===== config.mk =====
export PLATFORM = sky130hd
export DESIGN_NAME = trace_tx_sched
export DESIGN_NICKNAME = d
export VERILOG_FILES = /design/src/rtl/trace_pkg.sv /design/src/rtl/trace_tx_sched_rr_arbiter.sv /design/src/rtl/trace_tx_sched.sv
export SDC_FILE = /design/constraint.sdc
export NUM_CORES = 1
export LEC_CHECK = 0
export BUFFER_PORTS_ARGS = -buffer_cell sky130_fd_sc_hd__buf_4
export CAP_MARGIN = 20
export CORE_MARGIN = 2
export CORE_UTILIZATION = 30
export CTS_CLUSTER_SIZE = 12
export DETAILED_ROUTE_END_ITERATION = 12
export PLACE_DENSITY_LB_ADDON = 0.12
export SLEW_MARGIN = 20
export SYNTH_ARGS = -nofsm -noshare
export SYNTH_HDL_FRONTEND = slang
export SYNTH_HIERARCHICAL = 1
export SYNTH_SLANG_ARGS = --single-unit
export TNS_END_PERCENT = 100

===== constraint.sdc =====
create_clock -name clk_i -period 8.7 [get_ports clk_i]
set_input_delay 0.435 -clock clk_i [delete_from_list [all_inputs] [get_ports clk_i]]
set_output_delay 0.435 -clock clk_i [all_outputs]
set_load 0.05 [all_outputs]

===== src/rtl/trace_pkg.sv =====
// trace_pkg: shared scheduler state type and tag constant (Tag state exists only with TRACE_TX_TAG_EN)
package trace_pkg;
    typedef enum logic [2:0] {
        ST_IDLE,
`ifdef TRACE_TX_TAG_EN
        ST_TAG,
`endif
        ST_START,
        ST_WAIT_BUSY,
        ST_WAIT_DONE
    } tx_sched_state_t;
    localparam logic [3:0] TRACE_TAG_PREFIX = 4'hA;
endpackage


===== src/rtl/trace_tx_sched_rr_arbiter.sv =====
// rr_arbiter: round-robin pick of the first request at or above the pointer, wrapping
module rr_arbiter #(
    parameter int N  = 4,
    parameter int IW = $clog2(N)
) (
    input  logic [N-1:0]  req_i,
    input  logic [IW-1:0] ptr_i,
    input  logic          en_i,
    output logic [N-1:0]  gnt_o,
    output logic [IW-1:0] idx_o
);
    int w_best;
    // Smallest upward distance from the pointer wins
    always_comb begin
        gnt_o  = '0;
        idx_o  = '0;
        w_best = N;
        for (int k = 0; k < N; k++) begin
            if (en_i && req_i[k] && ((k - int'(ptr_i) + N) % N) < w_best) begin
                w_best   = (k - int'(ptr_i) + N) % N;
                gnt_o    = '0;
                gnt_o[k] = 1'b1;
                idx_o    = IW'(k);
            end
        end
    end
endmodule


===== src/rtl/trace_tx_sched.sv =====
// trace_tx_sched: round-robin trace byte scheduler feeding an external UART; TRACE_TX_TAG_EN prepends an id tag byte
module trace_tx_sched
    import trace_pkg::*;
#(
    parameter int NUM_REQ = 4,
    parameter int ID_W    = $clog2(NUM_REQ)
) (
    input  logic                 clk_i,
    input  logic                 rst_ni,
    input  logic [NUM_REQ-1:0]   req_valid_i,
    input  logic [NUM_REQ*8-1:0] req_data_i,
    output logic [NUM_REQ-1:0]   req_ready_o,
    output logic [7:0]           tx_data_o,
    output logic                 tx_start_o,
    input  logic                 tx_done_i,
    output logic                 busy_o,
    output logic [ID_W-1:0]      grant_id_o
);
    tx_sched_state_t     r_state;
    logic [ID_W-1:0]     r_ptr, r_grant, w_idx, w_nxt;
    logic [NUM_REQ-1:0]  w_gnt;
    logic [7:0]          r_tx_data, w_byte;
    logic                w_en;
`ifdef TRACE_TX_TAG_EN
    logic [7:0]          r_byte;
    logic                r_pend;
`endif

    assign w_en        = rst_ni && r_state == ST_IDLE && tx_done_i;
    assign w_nxt       = ID_W'((int'(w_idx) + 1) % NUM_REQ);
    assign req_ready_o = w_gnt;
    assign tx_data_o   = r_tx_data;
    assign tx_start_o  = r_state == ST_START;
    assign busy_o      = r_state != ST_IDLE;
    assign grant_id_o  = r_grant;

    rr_arbiter #(.N(NUM_REQ), .IW(ID_W)) u_arb (
        .req_i (req_valid_i),
        .ptr_i (r_ptr),
        .en_i  (w_en),
        .gnt_o (w_gnt),
        .idx_o (w_idx)
    );

    // Winner's byte lane, zero when nobody is granted
    always_comb begin
        w_byte = '0;
        for (int k = 0; k < NUM_REQ; k++)
            if (w_gnt[k]) w_byte = req_data_i[k*8 +: 8];
    end

    // Scheduler FSM; tx_data only changes on edges entering Start so it stays stable between strobes
    always_ff @(posedge clk_i or negedge rst_ni) begin
        if (!rst_ni) begin
            r_state   <= ST_IDLE;
            r_ptr     <= '0;
            r_grant   <= '0;
            r_tx_data <= '0;
`ifdef TRACE_TX_TAG_EN
            r_byte    <= '0;
            r_pend    <= 1'b0;
`endif
        end else begin
            case (r_state)
                ST_IDLE: if (|w_gnt) begin
                    r_grant <= w_idx;
                    r_ptr   <= w_nxt;
`ifdef TRACE_TX_TAG_EN
                    r_byte  <= w_byte;
                    r_pend  <= 1'b1;
                    r_state <= ST_TAG;
`else
                    r_tx_data <= w_byte;
                    r_state   <= ST_START;
`endif
                end
`ifdef TRACE_TX_TAG_EN
                ST_TAG: begin
                    r_tx_data <= {TRACE_TAG_PREFIX, 4'(r_grant)};
                    r_state   <= ST_START;
                end
`endif
                ST_START:     r_state <= ST_WAIT_BUSY;
                ST_WAIT_BUSY: if (!tx_done_i) r_state <= ST_WAIT_DONE;
                ST_WAIT_DONE: if (tx_done_i) begin
`ifdef TRACE_TX_TAG_EN
                    if (r_pend) begin
                        r_pend    <= 1'b0;
                        r_tx_data <= r_byte;
                        r_state   <= ST_START;
                    end else
`endif
                    r_state <= ST_IDLE;
                end
                default:      r_state <= ST_IDLE;
            endcase
        end
    end
endmodule

==> qor.txt, run 1 <==
layout cells sized above 1: 40.0%
clk root buf: clkbuf_8
Initial Utilization: 30.5%
slowest cell delay on critical path: 0.84 ns
Port Buffer Count: 54
drt wl/cell: 14.5 um
Post-Place Worst Slack: 3.67 ns
DRC errors left: 0
fin crit share: 58.6%
CTS sink count: 14
Slew headroom: 36.3%
cts repair resizes: 0
vias in the first global route: 1090
Syn Nets: 157
Max-cap violations: 0
row count: 22
Logic pwr share: 59.0%
Non-Filler Instances: 213
WS Path Type: reg2out
sequential share of power: 26.1%
total track usage: 15.5%
Max clock buf depth: 2
leakage power: 0.000754 uW
minimum clock period: 5.10 ns
Post-CTS Setup Repair Bufs: 0
Placed Cells: 208
RSZ-0062 raised after global routing: false
NetSw: 198 uW
initial antenna violation count: 0
Unique masters post-synth: 40
run status: complete, no violations
Vias/cell: 5.17
1st-pass router iterations: 4
Slew @ Worst Pin: 0.951 ns
routed vias: 1102
core area: 3610 um^2
setup tns final: 0 ns
Die Span Y: 64.6 um
Worst setup EP type: output pin
clock transition time at the flip-flop clock pins of the worst setup and hold paths: 0.06 ns
Post-Syn Instances: 112
VDD IR max: 0.107 mV
Fin. Hold Viols: 0
Avg Cell Area, Syn: 9.83 um^2
filler cell count: 371
Mapped Area: 1100 um^2
pins over their slew limit: 0
GRT overflow: 0
final setup vio count: 0
Yosys reg bits: 14
Worst Path Buf+Inv: 4
f_max: 196 MHz
Internal: 229 uW
largest net degree at the start of global routing: 23
Crit Path Max Fanout: 13
Die Width: 64.6 um
global-route wire length before repair: 5040 um
WP data required: 8.27 ns
DR iter-0 viols: 89
setup ws final: 3.60 ns
final net count: 211
register area share after synthesis: 31.8%
Diodes inserted: 0
Pwr Density: 269 nW/um^2
Area Overhead vs Synth: 44.3%
Die Footprint: 4170 um^2
Layout Utilization: 44.1%
Sw Share: 46.4%
type of the tightest min-delay check: in2async
CTS tree: yes
hold_buf cts: 0
IO Pins: 55
Clk Latency, worst-skew pair: 0.25 ns
Final GP Congestion: 0.784
H-tree depth: 1
remaining antenna violation count: 0
YS warnings: 6
CP max stage cell: nor3b_2
Top Family by Delay on Critical Path: simple AND/OR/NAND/NOR gates
Worst Path Arrival: 4.67 ns
Clk pwr share: 14.9%
Num CTS Buffers: 3
Worst setup SP type: register
critical-path cell list: inv_1 -> ha_1 -> and3_1 -> inv_1 -> a311oi_2 -> inv_1 -> ha_1 -> o22ai_1 -> o211ai_1 -> mux2i_1 -> ha_1 -> and4b_1 -> a32oi_1 -> nor3b_2 -> buf_4
clk_skew: 0.00351 ns
post-DP HPWL: 2430 um
Routed WL: 3090 um
-- layout make-up --
class | instances | area [um^2] | area share [%]
clock buffer | 4 | 55.1 | 3.46
inverter | 7 | 26.3 | 1.65
multi-input combinational | 85 | 681 | 42.8
sequential | 14 | 350 | 22.0
tap | 48 | 60.1 | 3.78
timing repair buffer | 55 | 417 | 26.2
-- cell usage in the layout, fill, tap and decap left out, types with 2 or more instances in the layout --
cell type and count:
o22ai_1 8, clkbuf_8 4, mux2_1 2, buf_4 54
o211ai_1 3, ha_1 6, nand2_1 13, and2_1 3
a221oi_1 8, nor2b_1 5, nand2b_1 2, and4b_1 2
dfrtp_1 14, o31ai_1 7, inv_1 7, o21ai_0 2
-- metrics by stage --
stage / total power, uW / hold WS (ns) / area, um^2
final: 428 / 0.0329 / 1590
after global routing: 456 / 0.0364 / 1590
after CTS: 430 / 0.0365 / 1580
after detailed placement: 364 / 0.307 / 1520
after global placement: 358 / 0.302 / 1520
after floorplan: 292 / 0.139 / 1100
-- registers in the layout, indices dropped and copies added (netlist names) --
name        count
tx_data_o       8
grant_id_o      2
r_ptr           2
r_state         2
-- worst paths after layout --
check,startpoint,to,slack (ns),depth (start not counted)
min in group clk_i,tx_data_o[6]$_DFFE_PN0P_,tx_data_o[6]$_DFFE_PN0P_,0.49,2
min reg2reg,tx_data_o[6]$_DFFE_PN0P_,tx_data_o[6]$_DFFE_PN0P_,0.49,2
min,rst_ni,r_ptr[1]$_DFFE_PN0P_,0.03,1
max reg2reg,r_state[0]$_DFFE_PN0P_,tx_data_o[1]$_DFFE_PN0P_,3.68,17
max,r_state[0]$_DFFE_PN0P_,req_ready_o[1],3.60,15
max in group asynchronous,rst_ni,r_state[1]$_DFFE_PN0P_,8.48,1
-- cell families after synthesis --
logic type	after synthesis	synth area share (%)
muxes	4	4.32
adders and majority gates	6	6.82
DFF	14	31.8
AOI/OAI and AO/OA	39	30.1
and+or+nand+nor	35	19.3
buffers and inverters	13	6.82
xor gates and xnor gates	1	0.796
-- power groups by stage --
stage,registers [uW],clock network [uW],logic (uW)
floorplan,164,0,128
global route,116,69.6,270
finish,111,63.9,252
detailed placement,112,0,252
global placement,111,0,247
CTS,111,65.7,253
-- worst reg2reg max path: stages, from the launching register on --
cell	delay, ns
dfrtp_1	0.41
inv_1	0.10
ha_1	0.30
and3_1	0.31
inv_1	0.07
a311oi_2	0.22
inv_1	0.08
ha_1	0.28
o22ai_1	0.12
o211ai_1	0.34
mux2i_1	0.26
ha_1	0.21
and4b_1	0.22
a32oi_1	0.32
nor3b_2	0.84
nor2b_1	0.31
a221oi_1	0.40
o41ai_2	0.09
-- per-layer routing --
metal	vias up	part of all wire, %	GRT usage [%]
met5	-	0	0
met4	0	0.23	3.19
met3	3	4.4	5.21
met2	22	54	26.7
met1	539	41	18.8
li1	538	-	-
-- synthesized netlist by cell type --
master	instances	area, um^2
dfrtp_1	14	350
nand2_1	13	48.8
a221oi_1	8	70.1
o22ai_1	8	50.1
inv_1	7	26.3
o31ai_1	7	52.6
ha_1	6	75.1
nor2b_1	5	31.3
and2_1	3	18.8
buf_6	3	33.8
o211ai_1	3	22.5
and4b_1	2	20.0
buf_2	2	10.0
mux2_1	2	22.5
nand2b_1	2	12.5
nor3b_1	2	15.0
o21ai_0	2	10.0
a21o_1	1	7.51
a21oi_1	1	5.00
a221oi_2	1	15.0
a311oi_2	1	15.0
a32oi_1	1	8.76
and3_1	1	6.26
clkbuf_2	1	5.00
mux2_4	1	15.0
mux2i_1	1	10.0
nand3b_1	1	7.51
nor2_1	1	3.75
nor3_1	1	5.00
nor4_4	1	21.3
o21a_1	1	7.51
o21ai_1	1	5.00
o32a_1	1	10.0
o32ai_1	1	8.76
o41ai_2	1	16.3
o41ai_4	1	27.5
or2_1	1	6.26
or2b_1	1	7.51
or3b_1	1	8.76
xnor2_1	1	8.76
(Power assumes the default switching activity.)
==> inputs of run 2 (changes only) <==
--- a/config.mk
+++ b/config.mk
@@ -5,6 +5,7 @@
 export SDC_FILE = /design/constraint.sdc
 export NUM_CORES = 1
 export LEC_CHECK = 0
+export ABC_AREA = 1
 export BUFFER_PORTS_ARGS = -buffer_cell sky130_fd_sc_hd__buf_4
 export CAP_MARGIN = 20
 export CORE_MARGIN = 2
==> constraint.sdc (replaced) <==
create_clock -name clk_i -period 5.1 [get_ports clk_i]
set_input_delay 0.255 -clock clk_i [delete_from_list [all_inputs] [get_ports clk_i]]
set_output_delay 0.255 -clock clk_i [all_outputs]
set_load 0.05 [all_outputs]
==> run 2 against run 1 <==
Effect of this change:
- cell area rose by 9.0%
- hold slack better by 0.30 ns
- synthesized cell count grew 75%
- critical path type unchanged
- critical endpoint is now req_ready_o[2]
- largest power group unchanged
==> qor.txt, run 2 <==
run status: complete, no violations (unchanged)
Worst R2R Path Depth: 27 (was 17)
clk root buf: clkbuf_8 (unchanged)
largest family of logic cells by synthesized area: simple AND/OR/NAND/NOR gates (was compound AO/OA/AOI/OAI gates)
Final GP Congestion: 0.811 (was 0.784)
Max-cap violations: 0 (unchanged)
Port Buffer Count: 54 (unchanged)
Non-Filler Instances: 299 (was 213)
Synth Area in XOR/XNOR: 0.686% (was 0.795%)
Crit Path Max Fanout: 11 (was 13)
Worst Path Arrival: 3.85 ns (was 4.67 ns)
Compound-Gate Fraction of Synth Area: 6.66% (was 30.1%)
fraction of registers with async set/reset: 100% (unchanged)
Initial Utilization: 31.5% (was 30.5%)
Avg Cell Area, Syn: 6.52 um^2 (was 9.83 um^2)
Routed WL: 3200 um (was 3090 um)
remaining antenna violation count: 0 (unchanged)
pins over their slew limit: 0 (unchanged)
cts repair resizes: 0 (unchanged)
GRT overflow: 0 (unchanged)
Syn Nets: 241 (was 157)
simple-gate area share of the yosys netlist: 46.4% (was 19.3%)
WS Path Type: reg2out (unchanged)
vias in the first global route: 1203 (was 1090)
Area contributors post-synth: dfrtp_1 27%, nand2_1 25%, inv_1 6.8% (was dfrtp_1 32%, ha_1 6.8%, a221oi_1 6.4%)
synth cell count leaders: 85 x nand2_1, 23 x inv_1, 14 x dfrtp_1, 13 x nand3_1, 13 x nor2_1 (was 14 x dfrtp_1, 13 x nand2_1, 8 x a221oi_1, 8 x o22ai_1)
YS warnings: 6 (unchanged)
Unique masters post-synth: 24 (was 40)
Vias/cell: 4.31 (was 5.17)
Worst setup EP type: output pin (unchanged)
largest net degree at the start of global routing: 23 (unchanged)
post-DP HPWL: 2580 um (was 2430 um)
Slew headroom: 74.3% (was 36.3%)
Synth area leader: dfrtp_1 (unchanged)
Die Footprint: 4800 um^2 (was 4170 um^2)
Pwr Density: 455 nW/um^2 (was 269 nW/um^2)
clock transition time at the flip-flop clock pins of the worst setup and hold paths: 0.06 ns (about the same)
Yosys reg bits: 14 (unchanged)
leakage power: 0.00107 uW (was 0.000754 uW)
Worst setup SP type: register (unchanged)
Yosys top cell area share: 27.4% (was 31.8%)
met1 Use GR: 21.1% (was 18.8%)
CTS tree: yes (unchanged)
count leader, synth: nand2_1 (was dfrtp_1)
routed vias: 1288 (was 1102)
Fin. Hold Viols: 0 (unchanged)
initial antenna violation count: 0 (unchanged)
f_max: 244 MHz
Die Width: 69.3 um (was 64.6 um)
Die Span Y: 69.3 um (was 64.6 um)
row count: 23 (was 22)
filler cell count: 440 (was 371)
Num CTS Buffers: 3 (unchanged)
Diodes inserted: 0 (unchanged)
Top FF cell, synth: dfrtp_1 (unchanged)
Max clock buf depth: 2 (unchanged)
total track usage: 13.9% (was 15.5%)
Placed Cells: 294 (was 208)
drt wl/cell: 10.7 um (was 14.5 um)
DRC errors left: 0 (unchanged)
EDFF count, synth: 0 (unchanged)
register area share after synthesis: 27.4% (was 31.8%)
met2 usage in global routing: 19.7% (was 26.7%)
hold path cells: 5
1st-pass router iterations: 4 (unchanged)
CTS sink count: 14 (unchanged)
WP data required: 4.85 ns (was 8.27 ns)
Slew @ Worst Pin: 0.385 ns (was 0.951 ns)
VDD IR max: 0.295 mV (was 0.107 mV)
final setup vio count: 0 (unchanged)
DR iter-0 viols: 79 (was 89)
Clk Latency, worst-skew pair: 0.24 ns (was 0.25 ns)
clk_skew: 0.000553 ns (was 0.00351 ns)
max reg flops: 8 (unchanged)
minimum clock period: 4.10 ns
layout cells sized above 1: 31.3% (was 40.0%)
met3 GRT Util: 2.62% (was 5.21%)
fin crit share: 80.5%
final net count: 295 (was 211)
Mapped Area: 1280 um^2 (was 1100 um^2)
core area: 4060 um^2 (was 3610 um^2)
setup tns final: 0 ns (unchanged)
type of the tightest min-delay check: in2reg (was in2async)
mux cell area share after synthesis: 0% (was 4.32%)
global-route wire length before repair: 5600 um (was 5040 um)
Adder-Cell Fraction of Synth Area: 5.88% (was 6.82%)
H-tree depth: 1 (unchanged)
commonest non-fill, non-tap cell in the layout: nand2_1 (was buf_4)
IO Pins: 55 (unchanged)
GRT Max-Usage Layer: met1 (was met2)
Area Overhead vs Synth: 35.6% (was 44.3%)
commonest non-fill, non-tap cells in the layout: 85 x nand2_1, 54 x buf_4, 23 x inv_1 (was 54 x buf_4, 14 x dfrtp_1, 13 x nand2_1)
Post-Syn Instances: 196 (was 112)
RSZ-0062 raised after global routing: false (unchanged)
Post-CTS Setup Repair Bufs: 0 (unchanged)
run 2: cell types whose count changed in the layout (fill, tap and decap cells not counted), sizes merged, moves of 5 or more:
cell    change
a21oi      +10
a221oi      -9
inv        +16
nand2      +79
nand3      +15
nor2       +20
nor2b       -5
o22ai       -8
o31ai       -7
run 2: timing repair:
item                                   in CTS  in global routing
endpoints found under the hold margin      14                  0
setup endpoints to repair                   0                  0
hold buffers                                1                  0
run 2: final cells by class:
| type | instances | area (um^2) | area share [%] |
|---|---|---|---|
| clock buffer | 4 | 55.1 | 3.18 |
| inverter | 23 | 86.3 | 4.99 |
| multi-input combinational | 153 | 762 | 44.0 |
| sequential | 14 | 350 | 20.2 |
| tap | 50 | 62.6 | 3.61 |
| timing repair buffer | 55 | 415 | 24.0 |
run 2: kinds of logic (layout without fill, tap and decap cells):
kind of cell	count (synthesis)	count (layout)
flip-flops	14	14
XOR/XNOR	1	1
buffers and inverters	29	82
AND/OR/NAND/NOR	131	131
adder cells (fa/ha/maj)	6	6
AO/OA/AOI/OAI	15	15
run 2: layer usage:
metal / part of all wire [%] / wire, um / vias up
met2: 40 / 1270 / 42
met5: 0 / 0 / -
met3: 6.6 / 210 / 2
met1: 53 / 1700 / 538
met4: 0.59 / 19 / 0
li1: - / - / 706
run 2: final timing paths:
check,start,end,slack (ns)
max,r_state[0]$_DFFE_PN0P_,req_ready_o[2],1.0
min,req_data_i[17],tx_data_o[1]$_DFFE_PN0P_,0.33
max reg2reg,r_state[0]$_DFFE_PN0P_,tx_data_o[0]$_DFFE_PN0P_,1.07
min reg2reg,tx_data_o[7]$_DFFE_PN0P_,tx_data_o[7]$_DFFE_PN0P_,0.48
max in group asynchronous,rst_ni,r_state[1]$_DFFE_PN0P_,4.53
min in group asynchronous,rst_ni,tx_data_o[5]$_DFFE_PN0P_,0.40
run 2: critical path, cell delays in order (launching register included):
cell	delay [ns]
dfrtp_1	0.41
inv_1	0.09
ha_1	0.31
and3_1	0.33
nand2_2	0.12
a21oi_2	0.16
nor2_1	0.09
a22oi_1	0.22
ha_1	0.28
inv_1	0.07
a21oi_2	0.04
nand2_2	0.07
nand3_4	0.10
nand2_1	0.08
o21ai_1	0.06
ha_1	0.27
nand2_1	0.05
inv_1	0.04
nand2_1	0.05
nand3_2	0.11
nand2_1	0.07
inv_1	0.30
buf_4	0.28
run 2: metrics by stage:
stage          setup slack, ns  hold slack, ns  cell area, um^2  power [uW]  utilization [%]
3_3_place_gp              1.22           0.121             1670         685             41.1
5_1_grt                  0.599           0.365             1730         857             42.7
4_1_cts                   1.00           0.327             1730         798             42.7
6_report                 0.997           0.329             1730         787             42.7
2_1_floorplan             1.31         -0.0406             1280         561                -
3_5_place_dp              1.06           0.118             1670         687             41.1
run 2: where the power goes:
group | switching (uW) | internal, uW
logic | 329 | 159
clock network | 37.5 | 68.3
registers | 34.0 | 159
==> inputs of run 3 (changes only) <==
==> constraint.sdc (replaced) <==
create_clock -name clk_i -period 3.6 [get_ports clk_i]
set_input_delay 0.18 -clock clk_i [delete_from_list [all_inputs] [get_ports clk_i]]
set_output_delay 0.18 -clock clk_i [all_outputs]
set_load 0.05 [all_outputs]
==> run 3 against run 2 <==
Effect of this change:
- critical path depth up 1
- combinational power is 62% higher
- register-to-register slack got worse by 0.79 ns
- clock power up 15%
- core utilization grew 5.0 points
- clock skew rose by 0.0038 ns
- cell area grew 12%
- worst setup slack got worse by 0.79 ns
- first-iteration DRC count is 38% lower
- global-route usage grew 0.10 points
- via count increased by 5.5%
- sequential cell count unchanged
- largest power group unchanged
==> qor.txt, run 3 (synthesized netlist as in run 2, its figures left out) <==
max reg flops: 8 (unchanged)
f_max: 295 MHz
R2R setup slack: 0.28 ns (was 1.07 ns)
Worst Path Arrival: 3.21 ns (was 3.85 ns)
1st-pass router iterations: 4 (unchanged)
Port Buffer Count: 54 (unchanged)
Routed WL: 3330 um (was 3200 um)
slowest cell delay on critical path: 0.39 ns (was 0.41 ns)
FF/Latch Area: 350 um^2 (unchanged)
total track usage: 14.0% (was 13.9%)
CTS tree: yes (unchanged)
Max-cap violations: 0 (unchanged)
worst hold start: req_data_i[17] (unchanged)
WP data required: 3.42 ns (was 4.85 ns)
Vias/cell: 4.33 (was 4.31)
drt wl/cell: 10.6 um (was 10.7 um)
initial antenna violation count: 0 (unchanged)
fin crit share: 94.2%
Final Power: 1180 uW (was 787 uW)
Finished Cell Area: 1940 um^2 (was 1730 um^2)
CP max stage cell: dfrtp_1 (unchanged)
row count: 23 (unchanged)
Crit Path Max Fanout: 5 (was 11)
filler cell count: 421 (was 440)
Placed Cells: 299 (was 294)
CTS sink count: 14 (unchanged)
Die Width: 69.3 um (unchanged)
Pwr Density: 611 nW/um^2 (was 455 nW/um^2)
minimum clock period: 3.39 ns
routed vias: 1359 (was 1288)
Crit. Startpoint: r_state[0]$_DFFE_PN0P_ (unchanged)
final net count: 311 (was 295)
pins over their slew limit: 0 (unchanged)
Non-Filler Instances: 314 (was 299)
worst r2r src: r_state[0]$_DFFE_PN0P_ (unchanged)
clk root buf: clkbuf_8 (unchanged)
Fin. Hold Viols: 0 (unchanged)
DR iter-0 viols: 49 (was 79)
Worst R2R Path Depth: 27 (unchanged)
Area after DPL: 1760 um^2 (was 1670 um^2)
core area: 4060 um^2 (unchanged)
leakage power: 0.00113 uW (was 0.00107 uW)
clock transition time at the flip-flop clock pins of the worst setup and hold paths: 0.05 ns (was 0.06 ns)
post-DP HPWL: 2700 um (was 2580 um)
largest net degree at the start of global routing: 23 (unchanged)
Max clock buf depth: 2 (unchanged)
commonest non-fill, non-tap cell in the layout: nand2_1 (unchanged)
Worst setup EP type: output pin (unchanged)
layout cells sized above 1: 40.2% (was 31.3%)
DRC errors left: 0 (unchanged)
IO Pins: 55 (unchanged)
Area Overhead vs Synth: 51.5% (was 35.6%)
final setup vio count: 0 (unchanged)
commonest non-fill, non-tap cells in the layout: 83 x nand2_1, 66 x buf_4, 17 x inv_1 (was 85 x nand2_1, 54 x buf_4, 23 x inv_1)
Final GP Congestion: 0.822 (was 0.811)
crit path to: req_ready_o[1] (was req_ready_o[2])
setup tns final: 0 ns (unchanged)
Initial Utilization: 31.5% (unchanged)
remaining antenna violation count: 0 (unchanged)
RSZ-0062 raised after global routing: true (was false)
clk_skew: 0.00437 ns (was 0.000553 ns)
global-route wire length before repair: 5580 um (was 5600 um)
Slew headroom: 85.8% (was 74.3%)
WS Path Type: reg2out (unchanged)
critical-path cell list: inv_2 -> ha_4 -> and3_4 -> nand2_4 -> a21oi_4 -> nor2_4 -> a22oi_2 -> ha_1 -> inv_2 -> a21oi_2 -> nand2_2 -> nand3_4 -> nand2_1 -> o21ai_1 -> ha_1 -> nand2_1 -> inv_1 -> nand2_2 -> nand3_4 -> nand2_4 -> clkinvlp_4 -> buf_6 -> buf_8 (was inv_1 -> ha_1 -> and3_1 -> nand2_2 -> a21oi_2 -> nor2_1 -> a22oi_1 -> ha_1 -> inv_1 -> a21oi_2 -> nand2_2 -> nand3_4 -> nand2_1 -> o21ai_1 -> ha_1 -> nand2_1 -> inv_1 -> nand2_1 -> nand3_2 -> nand2_1 -> inv_1 -> buf_4)
Slew @ Worst Pin: 0.213 ns (was 0.385 ns)
type of the tightest min-delay check: in2reg (unchanged)
GRT overflow: 0 (unchanged)
Die Footprint: 4800 um^2 (unchanged)
Clk Latency, worst-skew pair: 0.24 ns (about the same)
Crit Reg-Reg Endpoint: tx_data_o[5]$_DFFE_PN0P_ (was tx_data_o[0]$_DFFE_PN0P_)
Die Span Y: 69.3 um (unchanged)
Num CTS Buffers: 3 (unchanged)
H-tree depth: 1 (unchanged)
run status: complete, no violations (unchanged)
Worst setup SP type: register (unchanged)
vias in the first global route: 1255 (was 1203)
VDD IR max: 0.411 mV (was 0.295 mV)
multi-input combinational cell area: 836 um^2 (was 762 um^2)
Diodes inserted: 0 (unchanged)
==> run 3: cell count changes in the layout (fill, tap and decap cells not counted), moves of 2 or more <==
cell	delta
buf_4	+12
buf_6	+2
inv_2	+3
clkinvlp_4	+3
nand2_1	-2
inv_1	-6
==> run 3: area by class of cell <==
type,count,area share (%)
multi-input combinational,153,43.2
tap,50,3.23
clock buffer,3,2.13
inverter,23,5.04
sequential,14,18.1
timing repair buffer,71,28.3
==> run 3: metrics by stage <==
step                util (%)  hold slack, ns  setup slack, ns
floorplan                  -          -0.116          -0.0122
global placement        43.4           0.162            0.132
detailed placement      43.4           0.156           0.0644
CTS                     45.1           0.248           0.0116
global route            47.7           0.284          -0.0235
finish                  47.7           0.252            0.207
==> run 3: worst min path at each step <==
stage               cells after the start  slack (ns)                         to
floorplan                               0       -0.12  grant_id_o[0]$_DFFE_PN0P_
detailed placement                      2        0.16   tx_data_o[5]$_DFFE_PN0P_
global placement                        2        0.16   tx_data_o[5]$_DFFE_PN0P_
global route                            5        0.28   tx_data_o[1]$_DFFE_PN0P_
finish                                  5        0.25   tx_data_o[1]$_DFFE_PN0P_
CTS                                     5        0.25   tx_data_o[1]$_DFFE_PN0P_
==> run 3: per-layer routing <==
metal	track usage [%]	vias up	wire length (um)
li1	-	738	-
met1	20.6	567	1660
met2	20.3	50	1400
met3	2.76	4	245
met4	4.79	0	26
met5	0	-	0
==> run 3: what timing repair did <==
action,4_1_cts,5_1_grt
hold buffers,1,0
cloned,0,1
endpoints found under the hold margin,14,0
pin swaps,0,8
gates resized for setup,0,10
setup endpoints to repair,1,18
buffers inserted,2,8
==> run 3: worst max-delay path: cells and delay by family (launching register included) <==
kind            cells  cell delay, ns
compound gates      4            0.40
simple gates       10            0.86
buf+inv             6            0.64
fa+ha+maj           3            0.66
flops               1            0.39
==> run 3: report_power, final <==
group	internal, uW	switching [uW]	leakage (uW)
registers	225	45.6	0.000186
clock network	73.7	48.4	0.0000216
logic	284	506	0.000918
